File: config.mk
export PLATFORM = sky130hd
export DESIGN_NAME = cook_scheduler_flat
export DESIGN_NICKNAME = d
export VERILOG_FILES = /design/src/rtl/cook_scheduler_pkg.sv /design/src/rtl/cook_scheduler_if.sv /design/src/rtl/cook_scheduler_bcd_mmss_dec.sv /design/src/rtl/cook_scheduler.sv /design/src/flat_wrapper.sv
export SDC_FILE = /design/constraint.sdc
export NUM_CORES = 1
export LEC_CHECK = 0
export ABC_AREA = 1
export BUFFER_PORTS_ARGS = -buffer_cell sky130_fd_sc_hd__buf_2
export CORE_ASPECT_RATIO = 1.25
export CORE_MARGIN = 1.5
export CORE_UTILIZATION = 60
export CTS_CLUSTER_DIAMETER = 200
export CTS_CLUSTER_SIZE = 25
export DETAILED_ROUTE_END_ITERATION = 7
export PLACE_DENSITY = 0.95
export SLEW_MARGIN = 30
export SYNTH_ARGS = -nofsm -noshare
export SYNTH_HDL_FRONTEND = slang
export SYNTH_HIERARCHICAL = 1
export SYNTH_SLANG_ARGS = --single-unit
File: constraint.sdc
create_clock -name clk -period 6 [get_ports clk]
set_input_delay 0.3 -clock clk [delete_from_list [all_inputs] [get_ports clk]]
set_output_delay 0.3 -clock clk [all_outputs]
set_load 0.02 [all_outputs]
File: src/rtl/cook_scheduler_pkg.sv
// Shared definitions for the microwave cook scheduler.
//   - state_t      : controller states IDLE / COOK / PAUSE / DONE
//   - BCD_W        : width of one BCD digit
//   - TIME_W       : width of the packed MM:SS time word {M1, M0, S1, S0}
//   - MAX_MINUTES  : largest minute value that may be loaded
//   - BTN_*        : bit positions of the buttons in the packed button vector
//   - mmss_valid() : legality check for a loaded MM:SS value
package cook_pkg;

    typedef enum logic [1:0] {
        IDLE  = 2'd0,
        COOK  = 2'd1,
        PAUSE = 2'd2,
        DONE  = 2'd3
    } state_t;

    localparam int BCD_W       = 4;
    localparam int TIME_W      = 4 * BCD_W;
    localparam int MAX_MINUTES = 99;

    localparam int BTN_START = 0;
    localparam int BTN_STOP  = 1;
    localparam int BTN_CLEAR = 2;
    localparam int BTN_N     = 3;

    // Every digit must be a decimal digit and the seconds tens digit at most 5.
    function automatic logic mmss_valid(input logic [TIME_W-1:0] t);
        logic ok;
        ok = (t[3:0]   <= 4'd9) &&
             (t[7:4]   <= 4'd5) &&
             (t[11:8]  <= 4'd9) &&
             (t[15:12] <= 4'd9) &&
             ((int'(t[15:12]) * 10 + int'(t[11:8])) <= MAX_MINUTES);
        return ok;
    endfunction

endpackage

File: src/rtl/cook_scheduler_if.sv
// Panel-side bus of the cook scheduler.
//   Inputs to the scheduler : tick, startn, stopn, clearn (active-low),
//                             door_closed, load, time_in, power_in
//   Outputs of the scheduler: time_bcd, mag_on, timer_done, done,
//                             cooking, paused
//   Modports: master = oven panel / testbench, slave = scheduler.
// power_in exists only when COOK_SCHED_POWER_EN is defined.
interface cook_if;
    import cook_pkg::*;

    logic              tick;
    logic              startn;
    logic              stopn;
    logic              clearn;
    logic              door_closed;
    logic              load;
    logic [TIME_W-1:0] time_in;
`ifdef COOK_SCHED_POWER_EN
    logic [3:0]        power_in;
`endif
    logic [TIME_W-1:0] time_bcd;
    logic              mag_on;
    logic              timer_done;
    logic              done;
    logic              cooking;
    logic              paused;

    modport master (
`ifdef COOK_SCHED_POWER_EN
        output power_in,
`endif
        output tick, startn, stopn, clearn, door_closed, load, time_in,
        input  time_bcd, mag_on, timer_done, done, cooking, paused
    );

    modport slave (
`ifdef COOK_SCHED_POWER_EN
        input  power_in,
`endif
        input  tick, startn, stopn, clearn, door_closed, load, time_in,
        output time_bcd, mag_on, timer_done, done, cooking, paused
    );

endinterface

File: src/rtl/cook_scheduler_bcd_mmss_dec.sv
// Combinational one-second decrement of a BCD MM:SS value.
//   mmss     : current time {M1, M0, S1, S0}
//   mmss_dec : time minus one second (saturates at 00:00)
//   zero     : mmss_dec is 00:00
module bcd_mmss_dec
    import cook_pkg::*;
(
    input  logic [TIME_W-1:0] mmss,
    output logic [TIME_W-1:0] mmss_dec,
    output logic              zero
);

    logic [BCD_W-1:0] d  [4];
    logic [BCD_W-1:0] nd [4];

    for (genvar gi = 0; gi < 4; gi++) begin : g_digit
        assign d[gi] = mmss[gi*BCD_W +: BCD_W];
        assign mmss_dec[gi*BCD_W +: BCD_W] = nd[gi];
    end

    // Borrow ripples up through S0 -> S1 -> M0 -> M1; seconds wrap to 59.
    always_comb begin
        nd = d;
        if (d[0] != '0) begin
            nd[0] = d[0] - 1'b1;
        end else if (d[1] != '0) begin
            nd[1] = d[1] - 1'b1;
            nd[0] = BCD_W'(9);
        end else if (d[2] != '0) begin
            nd[2] = d[2] - 1'b1;
            nd[1] = BCD_W'(5);
            nd[0] = BCD_W'(9);
        end else if (d[3] != '0) begin
            nd[3] = d[3] - 1'b1;
            nd[2] = BCD_W'(9);
            nd[1] = BCD_W'(5);
            nd[0] = BCD_W'(9);
        end
    end

    assign zero = (mmss_dec == '0);

endmodule

File: src/rtl/cook_scheduler.sv
// Microwave cook scheduler: holds the BCD MM:SS cook time, counts it down on
// the 1 Hz tick, gates the magnetron through a power duty window and
// arbitrates start/stop/clear buttons and the door switch.
//   clk   : system clock, rising edge
//   reset : synchronous, active-high
//   bus   : cook_if.slave (buttons, door, load/time_in, power_in,
//           time_bcd, mag_on, timer_done, done, cooking, paused)
// Parameters: DUTY_WINDOW (duty window length in ticks), DONE_HOLD (ticks the
// done indication is held).
// Build option: COOK_SCHED_POWER_EN enables the power duty window; without it
// the magnetron runs at full power whenever cooking with the door closed.
module cook_scheduler
    import cook_pkg::*;
#(
    parameter int DUTY_WINDOW = 10,
    parameter int DONE_HOLD   = 3
) (
    input  logic  clk,
    input  logic  reset,
    cook_if.slave bus
);

    localparam int               HW        = (DONE_HOLD > 1) ? $clog2(DONE_HOLD) : 1;
    localparam logic [HW-1:0]    HOLD_LAST = HW'(DONE_HOLD - 1);

    state_t            state_reg, state_next;
    logic [TIME_W-1:0] time_reg, time_next;
    logic [HW-1:0]     hold_reg, hold_next;
    logic              timer_done_reg, timer_done_next;

    // Buttons are registered once, then compared with their previous
    // registered value; a press is a 1->0 edge of the registered level.
    logic [BTN_N-1:0]  btn_in;
    logic [BTN_N-1:0]  btn_reg, btn_prev_reg;
    logic [BTN_N-1:0]  press;

    assign btn_in = {bus.clearn, bus.stopn, bus.startn};

    for (genvar gi = 0; gi < BTN_N; gi++) begin : g_press
        assign press[gi] = btn_prev_reg[gi] & ~btn_reg[gi];
    end

    logic [TIME_W-1:0] time_dec;
    logic              dec_zero;

    bcd_mmss_dec u_dec (
        .mmss     (time_reg),
        .mmss_dec (time_dec),
        .zero     (dec_zero)
    );

`ifdef COOK_SCHED_POWER_EN
    localparam int            CW      = $clog2(DUTY_WINDOW + 1);
    localparam logic [CW-1:0] DW_FULL = CW'(DUTY_WINDOW);
    localparam logic [CW-1:0] DW_LAST = CW'(DUTY_WINDOW - 1);

    logic [CW-1:0] duty_reg, duty_next;
    logic [CW-1:0] power_reg, power_next;
    logic [CW-1:0] power_clamped;

    // Out-of-range power requests (0 or beyond the window) mean full power.
    assign power_clamped = (bus.power_in == 4'd0 || {28'd0, bus.power_in} > 32'(DUTY_WINDOW))
                           ? DW_FULL : CW'(bus.power_in);
`endif

    always_ff @(posedge clk) begin
        if (reset) begin
            state_reg      <= IDLE;
            time_reg       <= '0;
            hold_reg       <= '0;
            timer_done_reg <= 1'b0;
            btn_reg        <= '1;
            btn_prev_reg   <= '1;
`ifdef COOK_SCHED_POWER_EN
            duty_reg       <= '0;
            power_reg      <= DW_FULL;
`endif
        end else begin
            state_reg      <= state_next;
            time_reg       <= time_next;
            hold_reg       <= hold_next;
            timer_done_reg <= timer_done_next;
            btn_reg        <= btn_in;
            btn_prev_reg   <= btn_reg;
`ifdef COOK_SCHED_POWER_EN
            duty_reg       <= duty_next;
            power_reg      <= power_next;
`endif
        end
    end

    // Event priority inside every state: clear > stop > door open > start.
    always_comb begin
        state_next      = state_reg;
        time_next       = time_reg;
        hold_next       = hold_reg;
        timer_done_next = 1'b0;
`ifdef COOK_SCHED_POWER_EN
        duty_next       = duty_reg;
        power_next      = power_reg;
`endif
        case (state_reg)
            IDLE: begin
                if (press[BTN_CLEAR]) begin
                    time_next = '0;
                end else if (press[BTN_START] && !press[BTN_STOP] &&
                             bus.door_closed && time_reg != '0) begin
                    state_next = COOK;
`ifdef COOK_SCHED_POWER_EN
                    duty_next  = '0;
                    power_next = power_clamped;
`endif
                end else if (bus.load && mmss_valid(bus.time_in)) begin
                    time_next = bus.time_in;
                end
            end
            COOK: begin
                // A button or door exit swallows a coincident tick.
                if (press[BTN_CLEAR]) begin
                    state_next = IDLE;
                    time_next  = '0;
                end else if (press[BTN_STOP] || !bus.door_closed) begin
                    state_next = PAUSE;
                end else if (bus.tick) begin
                    time_next = time_dec;
`ifdef COOK_SCHED_POWER_EN
                    duty_next = (duty_reg == DW_LAST) ? '0 : duty_reg + 1'b1;
`endif
                    if (dec_zero) begin
                        state_next      = DONE;
                        timer_done_next = 1'b1;
                        hold_next       = '0;
                    end
                end
            end
            PAUSE: begin
                if (press[BTN_CLEAR] || press[BTN_STOP]) begin
                    state_next = IDLE;
                    time_next  = '0;
                end else if (press[BTN_START] && bus.door_closed) begin
                    state_next = COOK;
                end
            end
            DONE: begin
                if (press != '0) begin
                    state_next = IDLE;
                    hold_next  = '0;
                end else if (bus.tick) begin
                    if (hold_reg == HOLD_LAST) begin
                        state_next = IDLE;
                        hold_next  = '0;
                    end else begin
                        hold_next = hold_reg + 1'b1;
                    end
                end
            end
            default: state_next = IDLE;
        endcase
    end

    // mag_on uses the live door level so an opening door cuts power at once.
`ifdef COOK_SCHED_POWER_EN
    assign bus.mag_on = (state_reg == COOK) && bus.door_closed && (duty_reg < power_reg);
`else
    // A degenerate zero-length window never energises the magnetron.
    localparam logic WINDOW_OK = (DUTY_WINDOW > 0);
    assign bus.mag_on = (state_reg == COOK) && bus.door_closed && WINDOW_OK;
`endif

    assign bus.time_bcd   = time_reg;
    assign bus.timer_done = timer_done_reg;
    assign bus.done       = (state_reg == DONE);
    assign bus.cooking    = (state_reg == COOK);
    assign bus.paused     = (state_reg == PAUSE);

endmodule

File: src/flat_wrapper.sv
// flat-port wrapper written by rule: the top's interface ports become plain ports
module cook_scheduler_flat import cook_pkg::*;
#(
    parameter int DUTY_WINDOW = 10,
    parameter int DONE_HOLD   = 3
)
  (clk, reset, bus_tick, bus_startn, bus_stopn, bus_clearn, bus_door_closed, bus_load, bus_time_in, bus_time_bcd, bus_mag_on, bus_timer_done, bus_done, bus_cooking, bus_paused);
  cook_if bus_i ();
  input  logic clk;
  input  logic reset;
  input wire logic [$bits(bus_i.tick)-1:0] bus_tick;
  input wire logic [$bits(bus_i.startn)-1:0] bus_startn;
  input wire logic [$bits(bus_i.stopn)-1:0] bus_stopn;
  input wire logic [$bits(bus_i.clearn)-1:0] bus_clearn;
  input wire logic [$bits(bus_i.door_closed)-1:0] bus_door_closed;
  input wire logic [$bits(bus_i.load)-1:0] bus_load;
  input wire logic [$bits(bus_i.time_in)-1:0] bus_time_in;
  output wire logic [$bits(bus_i.time_bcd)-1:0] bus_time_bcd;
  output wire logic [$bits(bus_i.mag_on)-1:0] bus_mag_on;
  output wire logic [$bits(bus_i.timer_done)-1:0] bus_timer_done;
  output wire logic [$bits(bus_i.done)-1:0] bus_done;
  output wire logic [$bits(bus_i.cooking)-1:0] bus_cooking;
  output wire logic [$bits(bus_i.paused)-1:0] bus_paused;
  assign bus_i.tick = bus_tick;
  assign bus_i.startn = bus_startn;
  assign bus_i.stopn = bus_stopn;
  assign bus_i.clearn = bus_clearn;
  assign bus_i.door_closed = bus_door_closed;
  assign bus_i.load = bus_load;
  assign bus_i.time_in = bus_time_in;
  assign bus_time_bcd = bus_i.time_bcd;
  assign bus_mag_on = bus_i.mag_on;
  assign bus_timer_done = bus_i.timer_done;
  assign bus_done = bus_i.done;
  assign bus_cooking = bus_i.cooking;
  assign bus_paused = bus_i.paused;
  cook_scheduler #(.DUTY_WINDOW(DUTY_WINDOW), .DONE_HOLD(DONE_HOLD)) u_core (.clk(clk), .reset(reset), .bus(bus_i));
endmodule
**After elaboration in Yosys (flattened, before gate mapping)**

Index checks and enable logic that the tools add are counted.
Widths: inputs -> output; s select.

- Word-level logic and storage cells: 110
- Flip-flop bits (word level): 27
- Input port bits: 24

- Bitwise operators: 8
- Equality and inequality tests: 20
- Reductions and logical operators: 28
- Multiply operators: 1
- Multiplexer cells: 36
- Add/sub/neg operators: 6
- Magnitude comparators: 5

Operators by type and width:

| operator | number |
|---|---|
| $mux 16 | 8 |
| $pmux 16 s3 | 1 |
| $mux 2 | 18 |
| $add 32x5->32 | 1 |
| $le 32x8->1 const B | 1 |
| $mux 12 | 2 |
| $logic_not 16->1 | 1 |
| $mux 8 | 2 |
| $reduce_bool 16->1 | 1 |
| $reduce_bool 4->1 | 4 |
| $sub 4x1->4 const B | 4 |
| $le 4x4->1 const B | 3 |
| $ne 3x2->1 const B | 4 |
| $reduce_and 6->1 | 2 |
| $logic_and 1x1->1 | 10 |
| $ne 3x1->1 const B | 3 |
| $mux 4 | 2 |
| $ne 2x2->1 const B | 4 |
| $pmux 2 s4 | 1 |
| $mul 4x3->7 const B | 1 |
| $reduce_and 7->1 | 1 |
| $eq 2x2->1 const B | 3 |
| $ne 2x1->1 const B | 3 |
| $reduce_bool 3->1 | 2 |
| 14 further kinds | 22 |

**Longest topological paths before layout**

Gate-level depths: netlist (run 1).

- Word-level depth: 11
- Gate-level depth with buffers: 18

**Modules after synthesis**

The synthesis (run 1) kept the hierarchy.

By module, submodules not included:

| module | times used | seq. area each (um^2) | cells each | area each (um^2) |
|---|---|---|---|---|
| cook_scheduler | 1 | 540.5 | 320 | 1995.7 |
| bcd_mmss_dec | 1 | 0.0 | 136 | 633.1 |

**Worst setup path after synthesis (run 1)**

Ideal clock, no wire load.

- Path kind: register to register
- From: reg u_core.time_reg[8] (netlist: u_core/bus.time_bcd[8])
- To: reg u_core.state_reg[1]
- Arrival: 2.206 ns
- Slack: 3.678 ns
- Period minus slack after synthesis: 2.322 ns
- Buffers on the path: 0
- Cell stages (with the launch flop): 16
- Cells stage by stage: dfxtp_1 inv_1 ha_1 nand3_1 nor2_1 nand3_1 nand2_1 nand2_1 nor2_1 nand3_1 nor2_1 nand2_1 a211oi_1 nand2_1 nand2_1 a21oi_1

- Cells in the longest elaborated chain, start to end: 7
- Elaborated cells between the ends (all ways): 15

RTL lines:

| item | RTL line | RTL |
|---|---|---|
| from (decl) | cook_scheduler.sv:27 | `logic [TIME_W-1:0] time_reg, time_next;` |
| from (signal assigned) | cook_scheduler.sv:80 | `time_reg <= time_next;` |
| $sub 4x1->4 (tied with other cells) | cook_scheduler_bcd_mmss_dec.sv:30 | `nd[2] = d[2] - 1'b1;` |
| $mux 12 / $mux 4 (equally long branches) | cook_scheduler_bcd_mmss_dec.sv:29 | `end else if (d[2] != '0) begin` |
| $mux 8 | cook_scheduler_bcd_mmss_dec.sv:26 | `end else if (d[1] != '0) begin` |
| $mux 12 / $mux 4 (equally long branches) | cook_scheduler_bcd_mmss_dec.sv:24 | `if (d[0] != '0) begin` |
| $logic_not 16->1 * | cook_scheduler_bcd_mmss_dec.sv:41 | `assign zero = (mmss_dec == '0);` |
| via u_core.dec_zero | cook_scheduler.sv:44 | `logic dec_zero;` |
| $ne 4x1->1 (no source line) * | - |  |
| $reduce_and 7->1 (no source line) * | - |  |
| to (signal assigned) | cook_scheduler.sv:79 | `state_reg <= state_next;` |
| to (decl) | cook_scheduler.sv:26 | `state_t state_reg, state_next;` |

The timed path passes the listed nets; every way through them passes the cells marked *.
A chain may end at the register's enable or synchronous reset.

**Worst setup path after layout (run 1)**

- From: reg u_core.time_reg[8] (netlist: u_core/bus.time_bcd[8])
- To: reg u_core.state_reg[0]

The elaborated chain is that of the path after synthesis.

==> flow_summary.ini, run 1 <==
[routing]
route.met2.wl_um = 3290
wl_per_cell_um = 12.0
wl_met1_um = 2770
drtIter0Drc = 335
wl_met3_um = 385
post_drt_via_cell_ratio = 5.41
drt-total-wl_um = 6560
top_layer = met4
final_antenna_net_count = 0
routed-via-count = 2959
post-route-drc-count = 0
firstDrtPassIters = 6

[clock_network]
post_cts.repair.setup_buffers = 0
cts_tree = built
cts_inserted_buffers = 3
hold_buffers = 0
clkLatencyLatePin_ps = 290
htree_levels = 1
clockBufferDepth = 2
cts.repair.resized = 0
cts.root.buffer_cell = clkbuf_8
clk_pin_slew_worst_paths_ps = 100
clock_sinks = 27

[floorplanning]
die_h_um = 77.0
num_io_pins = 45
core_area_mm2 = 0.00413
floorplan.rows = 26
die_area_mm2 = 0.00479
start_util = 0.636
die_x_um = 62.2

[worst_setup_path]
critPathLaunchType = register
rr_startpoint = u_core/bus.time_bcd[8]
critPathCaptureType = register
startpoint = u_core/bus.time_bcd[8]
cp_max_fo = 5
cp.required_ps = 6180
critPathSlowestCell = a211oi_1
critical_path.cell_chain = inv_1 > ha_1 > nand3_1 > nor2_1 > nand3_1 > nand2_1 > nand2_1 > nor2_1 > nand3_1 > nor2_1 > nand2_1 > a211oi_1 > nand3_1 > nand2_1 > a21oi_1
critical_path_class = register to register
crit_arrival_ps = 2970
slowest_delay_ps = 380

[timing]
hold_ws_ps = 190
skew_ps = 6.73
finalSetupViolations = 0
worst_slew_pin_slew_ps = 673
maxSlewHeadroom = 0.551
setup-tns-final_ps = 0
slew_viol_final = 0
period_share = 0.465
finalCriticalPeriod_ps = 2790
rsz0062_at_grt = false
hold_violations = 0
max_freq_ghz = 0.359

[global_routing]
grt_max_degree = 33
overflow = 0
first_global_vias = 2620
antenna_found_initial = 0
grtUsageTotal = 0.273
grt_pass1_wl_um = 11000

[hold_path]
hp-start = bus_stopn
min_path_type = primary input to register

[synth]
syn_area_mm2 = 0.00263
avgSynthCellArea_um2 = 5.76
ys_ff_latch = 27
synthDistinctLibCells = 31
synthCells = 456
yosysSeqAreaShare = 0.206
synth_fp_nets = 498
yosys_warnings = 6

[power]
p_leak_nw = 1.60
power_density_mw_per_mm2 = 552
finalPower_mw = 1.60
ir_drop_mv = 0.264

[flow_run]
drv_cap = 0

[final_layout]
nets = 534
largest_reg_flops = 16
n_antenna_cell = 0
synthToLayoutAreaGrowth_pct = 10.3
drive_gt1_frac = 0.147
final_common_cell = nand2_1
post-route-util = 0.702
layout_common_cells = 125 x nand2_1, 76 x inv_1, 58 x nor2_1, 52 x nand3_1, 44 x buf_2
fin_cells = 547

[place]
portBuffers = 44
place_congestion = 0.923
placedCellCount = 543
dp.final_hpwl_um = 5040

[outcome]
status = finished, final reports clean
==> cells by family after synthesis <==
logic type,count (synthesis),share of synthesized area
buffers and inverters,91,0.142
AOI/OAI and AO/OA,56,0.120
DFF,27,0.206
and+or+nand+nor,264,0.440
adders and majority gates,18,0.0914
==> metrics by stage <==
| stage | setup WS (ps) | cell area, um2 |
|---|---|---|
| global placement | 3360 | 2840 |
| global route | 2920 | 2900 |
| detailed placement | 3290 | 2850 |
| CTS | 3270 | 2900 |
| finish | 3210 | 2900 |
| floorplan | 3680 | 2630 |
==> power breakdown <==
part / internal [mW] / switching, mW
clock network: 0.0474 / 0.0638
registers: 0.237 / 0.0850
logic: 0.381 / 0.785
total: 0.666 / 0.934
==> metal layers <==
layer / global-route usage / up-vias
li1: - / 1505
met5: 0 / -
met3: 0.0264 / 14
met1: 0.334 / 1327
met4: 0.0956 / 0
met2: 0.498 / 113
==> critical path, delay by kind of cell, from the launching register on <==
kind | cells | cell delay (ps)
simple gates | 11 | 1500
compound gates | 2 | 430
flops | 1 | 360
fa+ha+maj | 1 | 270
buf+inv | 1 | 130
==> Yosys cell counts <==
cell type,n,area share
nand2_1,125,0.18
inv_1,76,0.11
nor2_1,58,0.083
nand3_1,52,0.099
dfxtp_1,27,0.21
a21oi_1,23,0.044
o21ai_0,22,0.042
ha_1,16,0.076
buf_2,5,0.0095
nand3_2,5,0.019
nor3_1,5,0.0095
o31ai_1,5,0.014
nand2_2,4,0.0095
nor2_2,4,0.0095
or2_2,4,0.0095
buf_1,3,0.0043
buf_6,3,0.013
a211oi_1,2,0.0057
clkbuf_1,2,0.0029
fa_1,2,0.015
nand3b_1,2,0.0057
nand4_1,2,0.0048
a21oi_2,1,0.0033
a21oi_4,1,0.0062
a31oi_1,1,0.0024
buf_4,1,0.0029
inv_2,1,0.0014
nand2_4,1,0.0043
nor2_4,1,0.0043
nor3_2,1,0.0038
o21bai_1,1,0.0029
==> worst paths after layout <==
check,end,slack (ps),cells after the start
setup / recovery,u_core/state_reg[0],3210,15
hold / removal,u_core/btn_reg[1],190,2
setup reg to reg,u_core/state_reg[0],3210,15
hold reg to reg,u_core/btn_prev_reg[2],430,2
==> cell type report <==
cell class | count | area, um2
Sequential cell | 27 | 541
Fill cell | 381 | 1230
Timing Repair Buffer | 45 | 231
Clock buffer | 3 | 41.3
Multi-Input combinational cell | 338 | 1720
Inverter | 77 | 289
Clock inverter | 1 | 7.51
Tap cell | 56 | 70.1
(Power assumes the default switching activity.)
==> run 2, diff against run 1 <==
CORE_UTILIZATION = 57   (was 60)
PLACE_DENSITY = 0.93   (was 0.95)
clock period = 2.9 ns   (was 6 ns; I/O delays follow)
==> flow_summary.ini, run 2 (same netlist as run 1, synthesis figures left out) <==
[routing]
top_layer = met4
route.met2.wl_um = 3430
post_drt_via_cell_ratio = 5.48
wl_met1_um = 2850
wl_met3_um = 424
final_antenna_net_count = 0
drtIter0Drc = 290
firstDrtPassIters = 5
wl_per_cell_um = 12.4
post-route-drc-count = 0
drt-total-wl_um = 6850
routed-via-count = 3037

[worst_setup_path]
r2r_slack_ps = 150
cp.required_ps = 3060
rr_startpoint = u_core/bus.time_bcd[4]
critPathCaptureType = register
critPathLaunchType = register
ff2ff_path_depth = 16
crit_arrival_ps = 2910
startpoint = u_core/bus.time_bcd[4]
cp_max_fo = 7
r2r-end = u_core/state_reg[0]
critical_path_class = register to register
cp-endpoint = u_core/state_reg[0]

[clock_network]
cts_inserted_buffers = 3
clk_pin_slew_worst_paths_ps = 90
htree_levels = 1
clkLatencyLatePin_ps = 270
cts.root.buffer_cell = clkbuf_8
clock_sinks = 27
cts_tree = built
clockBufferDepth = 2

[floorplanning]
floorplan.rows = 27
num_io_pins = 45
core_area_mm2 = 0.00443
die_x_um = 63.7
die_h_um = 78.9
start_util = 0.594
die_area_mm2 = 0.00503

[timing]
slew_viol_final = 0
maxSlewHeadroom = 0.546
skew_ps = 2.69
finalCriticalPeriod_ps = 2750
hold_ws_ps = 46.3
finalSetupViolations = 0
period_share = 0.948
hold_violations = 0
max_freq_ghz = 0.364
worst_slew_pin_slew_ps = 680

[final_layout]
fillers = 440
nets = 539
multiInputGateArea_mm2 = 0.00173
seq_area_um2 = 541
drive_gt1_frac = 0.159
largest_reg_flops = 16
finish.instance_area_mm2 = 0.00295
synthToLayoutAreaGrowth_pct = 12.1
final_common_cell = nand2_1
n_antenna_cell = 0
layout_common_cells = 125 x nand2_1, 76 x inv_1, 57 x nor2_1, 52 x nand3_1, 44 x buf_2

[power]
p_leak_nw = 1.62
power_density_mw_per_mm2 = 1150
ir_drop_mv = 0.457

[hold_path]
min_path_type = primary input to register

[global_routing]
overflow = 0
grt_max_degree = 33
grtUsageTotal = 0.268
antenna_found_initial = 0
grt_pass1_wl_um = 11000
first_global_vias = 2683

[outcome]
status = finished, final reports clean

[place]
place_area_mm2 = 0.00288
portBuffers = 44
dp.final_hpwl_um = 5240
place_congestion = 0.951

[flow_run]
drv_cap = 0
## run 2: changes by cell type in the layout (fill, tap and decap cells not counted)
| cell | previous run | this run |
|---|---|---|
| nor2_2 | 4 | 6 |
| a211oi_1 | 2 | 1 |
| a211oi_2 | 0 | 1 |
| nor2_1 | 58 | 57 |
| buf_4 | 0 | 4 |
## run 2: cell type report
type | instances | area share
Clock buffer | 3 | 0.0140
Inverter | 77 | 0.0981
Sequential cell | 27 | 0.183
Timing Repair Buffer | 49 | 0.0887
Clock inverter | 1 | 0.00255
Tap cell | 58 | 0.0246
Multi-Input combinational cell | 339 | 0.589
## run 2: worst max-delay path, stage by stage, from the launching register on
cell and delay [ps]:
dfxtp_1 380, inv_1 110, ha_1 210, nand3_1 210, nor2_4 290, buf_4 160
nand2_1 70, nand2_1 90, inv_2 50, nor2_1 120, nand3_1 120, nor2_1 180
nand2_1 90, a211oi_2 320, nand3_1 120, nand2_1 70, a21oi_1 50
## run 2: worst min path at each step
stage,startpoint,end,slack (ps),cells past startpoint
after floorplan,reset,u_core/state_reg[1],210,1
after global placement,bus_clearn,u_core/btn_reg[2],330,2
after detailed placement,bus_clearn,u_core/btn_reg[2],330,2
after CTS,bus_clearn,u_core/btn_reg[2],40,2
after global routing,bus_startn,u_core/btn_reg[0],30,2
final,bus_clearn,u_core/btn_reg[2],50,2
## run 2: repair_timing
item | 4_1_cts | 5_1_grt
hold buffers | 0 | 0
hold endpoints to repair | 0 | 0
endpoints found under the setup margin | 0 | 2
setup buffers | 0 | 1
gates resized for setup | 0 | 2
## run 2: routing by layer
layer	vias up	global-route usage
li1	1514	-
met1	1364	0.310
met2	141	0.494
met3	18	0.0340
met4	0	0.113
met5	-	0
## run 2: power by group
group | total (mW) | internal [mW] | switching (mW)
Sequential | 0.670 | 0.491 | 0.179
Combinational | 2.51 | 0.829 | 1.68
Clock | 0.217 | 0.0975 | 0.120
Total | 3.40 | 1.42 | 1.98
## run 2: per-stage QoR
stage	setup WS (ps)	setup TNS [ps]	util	power, mW	instances
6_report	150	0	0.666	3.40	554
5_1_grt	-0.212	-0.212	0.666	3.73	554
3_5_place_dp	174	0	0.650	3.05	548
2_1_floorplan	578	0	-	2.55	456
3_3_place_gp	263	0	0.647	2.98	547
4_1_cts	139	0	0.661	3.29	552
==> run 3, diff against run 2 <==
CORE_UTILIZATION = 56   (was 57)
SYNTH_HIERARCHICAL = unset   (was 1)
==> flow_summary.ini, run 3 <==
[power]
netSwitchingPower_mw = 1.48
p_leak_nw = 1.36
internal-power_mw = 1.16
clkPwrFrac = 0.085
p_comb_frac = 0.701
ir_drop_mv = 0.457
power_density_mw_per_mm2 = 996
sw_frac_of_total = 0.560
p_seq_frac = 0.214

[synth]
yosys_warnings = 0
avgSynthCellArea_um2 = 6.16
yosysSeqAreaShare = 0.229
ys_ff_latch = 27
synth_area_leaders = dfxtp_1 23%, nand2_1 17%, nand3_1 10%
synth_most_common_cell = nand2_1
yosys.area.top_type = dfxtp_1
synthCells = 383
yosysTopAreaCellShare = 0.229
synth_fp_nets = 426
synthDistinctLibCells = 33
synth_commonest_cells = 107 x nand2_1, 53 x nor2_1, 48 x nand3_1, 38 x inv_1, 27 x dfxtp_1
syn_area_mm2 = 0.00236
ys.flop_type = dfxtp_1
synth_edf_count = 0
async_flop_share = 0

[final_layout]
n_antenna_cell = 0
nets = 468
drive_gt1_frac = 0.158
final_common_cell = nand2_1
post-route-util = 0.654
synthToLayoutAreaGrowth_pct = 12.6
largest_reg_flops = 16
fillers = 371
fin_cells = 480
layout_common_cells = 107 x nand2_1, 53 x nor2_1, 48 x nand3_1, 44 x buf_2, 38 x inv_1
finish.instance_area_mm2 = 0.00266

[timing]
worst_slew_pin_slew_ps = 575
hold_violations = 0
rsz0062_at_grt = false
slew_viol_final = 0
finalSetupViolations = 0
skew_ps = 6.74
max_freq_ghz = 0.391
setup-tns-final_ps = 0
finalCriticalPeriod_ps = 2550
maxSlewHeadroom = 0.616
period_share = 0.881

[floorplanning]
start_util = 0.580
die_area_mm2 = 0.00461
core_area_mm2 = 0.00407
die_x_um = 61.1
die_h_um = 75.6
num_io_pins = 45
floorplan.rows = 26

[routing]
firstDrtPassIters = 5
routed-via-count = 2671
final_antenna_net_count = 0
drtIter0Drc = 276
wl_per_cell_um = 12.7
post-route-drc-count = 0
drt-total-wl_um = 6100
post_drt_via_cell_ratio = 5.56

[hold_path]
hold_end = u_core.btn_reg[0]
hp-start = bus_startn
min_path_type = primary input to register
holdPathStages = 2

[clock_network]
clk_pin_slew_worst_paths_ps = 90
clkLatencyLatePin_ps = 280
hold_buffers = 0
cts_tree = built
clockBufferDepth = 2
cts.root.buffer_cell = clkbuf_8
cts_inserted_buffers = 3
htree_levels = 1
clock_sinks = 27
post_cts.repair.setup_buffers = 0
cts.repair.resized = 0

[place]
placedCellCount = 476
place_area_mm2 = 0.00261
place_congestion = 0.983
dp.final_hpwl_um = 4830
portBuffers = 44

[global_routing]
grtUsageMet3 = 0.0306
use_met2 = 0.478
grt_pass1_wl_um = 9540
first_global_vias = 2255
grt_max_degree = 25
grtUsageTotal = 0.269
grt_use_met1 = 0.317
overflow = 0
antenna_found_initial = 0
busiest_layer = met2

[worst_setup_path]
crit_arrival_ps = 2730
cp.required_ps = 3080
critPathLaunchType = register
rr_startpoint = u_core.bus.time_bcd[0]
critical_path_class = register to register
critPathBufInv = 1
critical_path.cell_chain = inv_1 > ha_1 > nand2_1 > nor2_2 > nand2_1 > nand3_1 > nand2_1 > nor2_1 > nand2_1 > nor2_1 > nand3_1 > nand2_1 > nand3_1 > nand2_1 > nor2_1
critPathTopFamily = simple AND/OR/NAND/NOR gates
r2r_slack_ps = 350
slowest_delay_ps = 390
cp_max_fo = 14
ff2ff_path_depth = 15
critPathSlowestCell = nor2_2
critPathCaptureType = register
r2r-end = u_core.hold_reg[0]
cpMostUsedCell = nand2_1

[outcome]
status = finished, final reports clean

[flow_run]
drv_cap = 0
-- run 3: cell count changes in the layout (fill, tap and decap cells not counted), sizes merged, moves of 3 or more --
cell	before	now
a21oi	25	18
a31oi	1	5
a32oi	0	3
buf	49	45
inv	77	43
nand2	130	110
nand3	57	51
nand4	2	9
nor2	64	56
nor3	6	2
o21ai	22	18
o31ai	5	0
xor2	0	3
-- run 3: final cells by class --
type,instances,area [um2],area share
multi-input cells,305,1610,0.605
inverters,43,161,0.0607
repair buffers,45,228,0.0857
well taps,56,70.1,0.0264
clock inverters,1,7.51,0.00282
flip-flops and latches,27,541,0.203
clock buffers,3,41.3,0.0155
-- run 3: metal layers --
layer | wire (um) | vias to the layer above | share of wire
li1 | - | 1339 | -
met5 | 0 | - | 0
met3 | 360 | 14 | 0.059
met2 | 3040 | 127 | 0.50
met4 | 175 | 0 | 0.029
met1 | 2530 | 1191 | 0.41
-- run 3: worst max-delay path by stage --
stage | slack, ps | endpoint | cells past startpoint | startpoint
floorplan | 650 | u_core.bus.time_bcd[4] | 16 | bus_time_in[13]
global placement | 390 | u_core.bus.time_bcd[7] | 16 | bus_time_in[13]
detailed placement | 310 | u_core.bus.time_bcd[11] | 16 | bus_time_in[13]
CTS | 390 | u_core.hold_reg[0] | 15 | u_core.bus.time_bcd[0]
global route | 80 | u_core.hold_reg[0] | 15 | u_core.bus.time_bcd[0]
finish | 350 | u_core.hold_reg[0] | 15 | u_core.bus.time_bcd[0]
-- run 3: kinds of logic (layout without fill, tap and decap cells) --
| family | after synthesis | in the layout | share of synthesized area |
|---|---|---|---|
| xor+xnor | 4 | 4 | 0.0148 |
| flops | 27 | 27 | 0.229 |
| buf+inv | 51 | 92 | 0.0891 |
| simple gates | 235 | 235 | 0.449 |
| fa+ha+maj | 19 | 19 | 0.107 |
| compound gates | 47 | 47 | 0.111 |
-- run 3: power groups by stage --
stage                     registers [mW]  clock network, mW  logic [mW]
after CTS                          0.562              0.223        1.82
after global placement             0.565                  0        1.76
after global routing               0.575              0.237        2.07
final                              0.567              0.225        1.85
after detailed placement           0.571                  0        1.81
after floorplan                    0.630                  0        1.36
-- run 3: through the flow --
stage	worst slack (ps)	hold WS, ps	power [mW]
after floorplan	647	249	1.99
after global placement	392	328	2.33
after detailed placement	310	330	2.39
after CTS	385	43.0	2.61
after global routing	80.6	35.1	2.88
final	345	42.7	2.65
-- run 3: worst register-to-register path: cells and delay by family (launching register included) --
kind / cells / cell delay (ps)
flops: 1 / 360
buf+inv: 1 / 150
fa+ha+maj: 1 / 250
simple gates: 13 / 1690
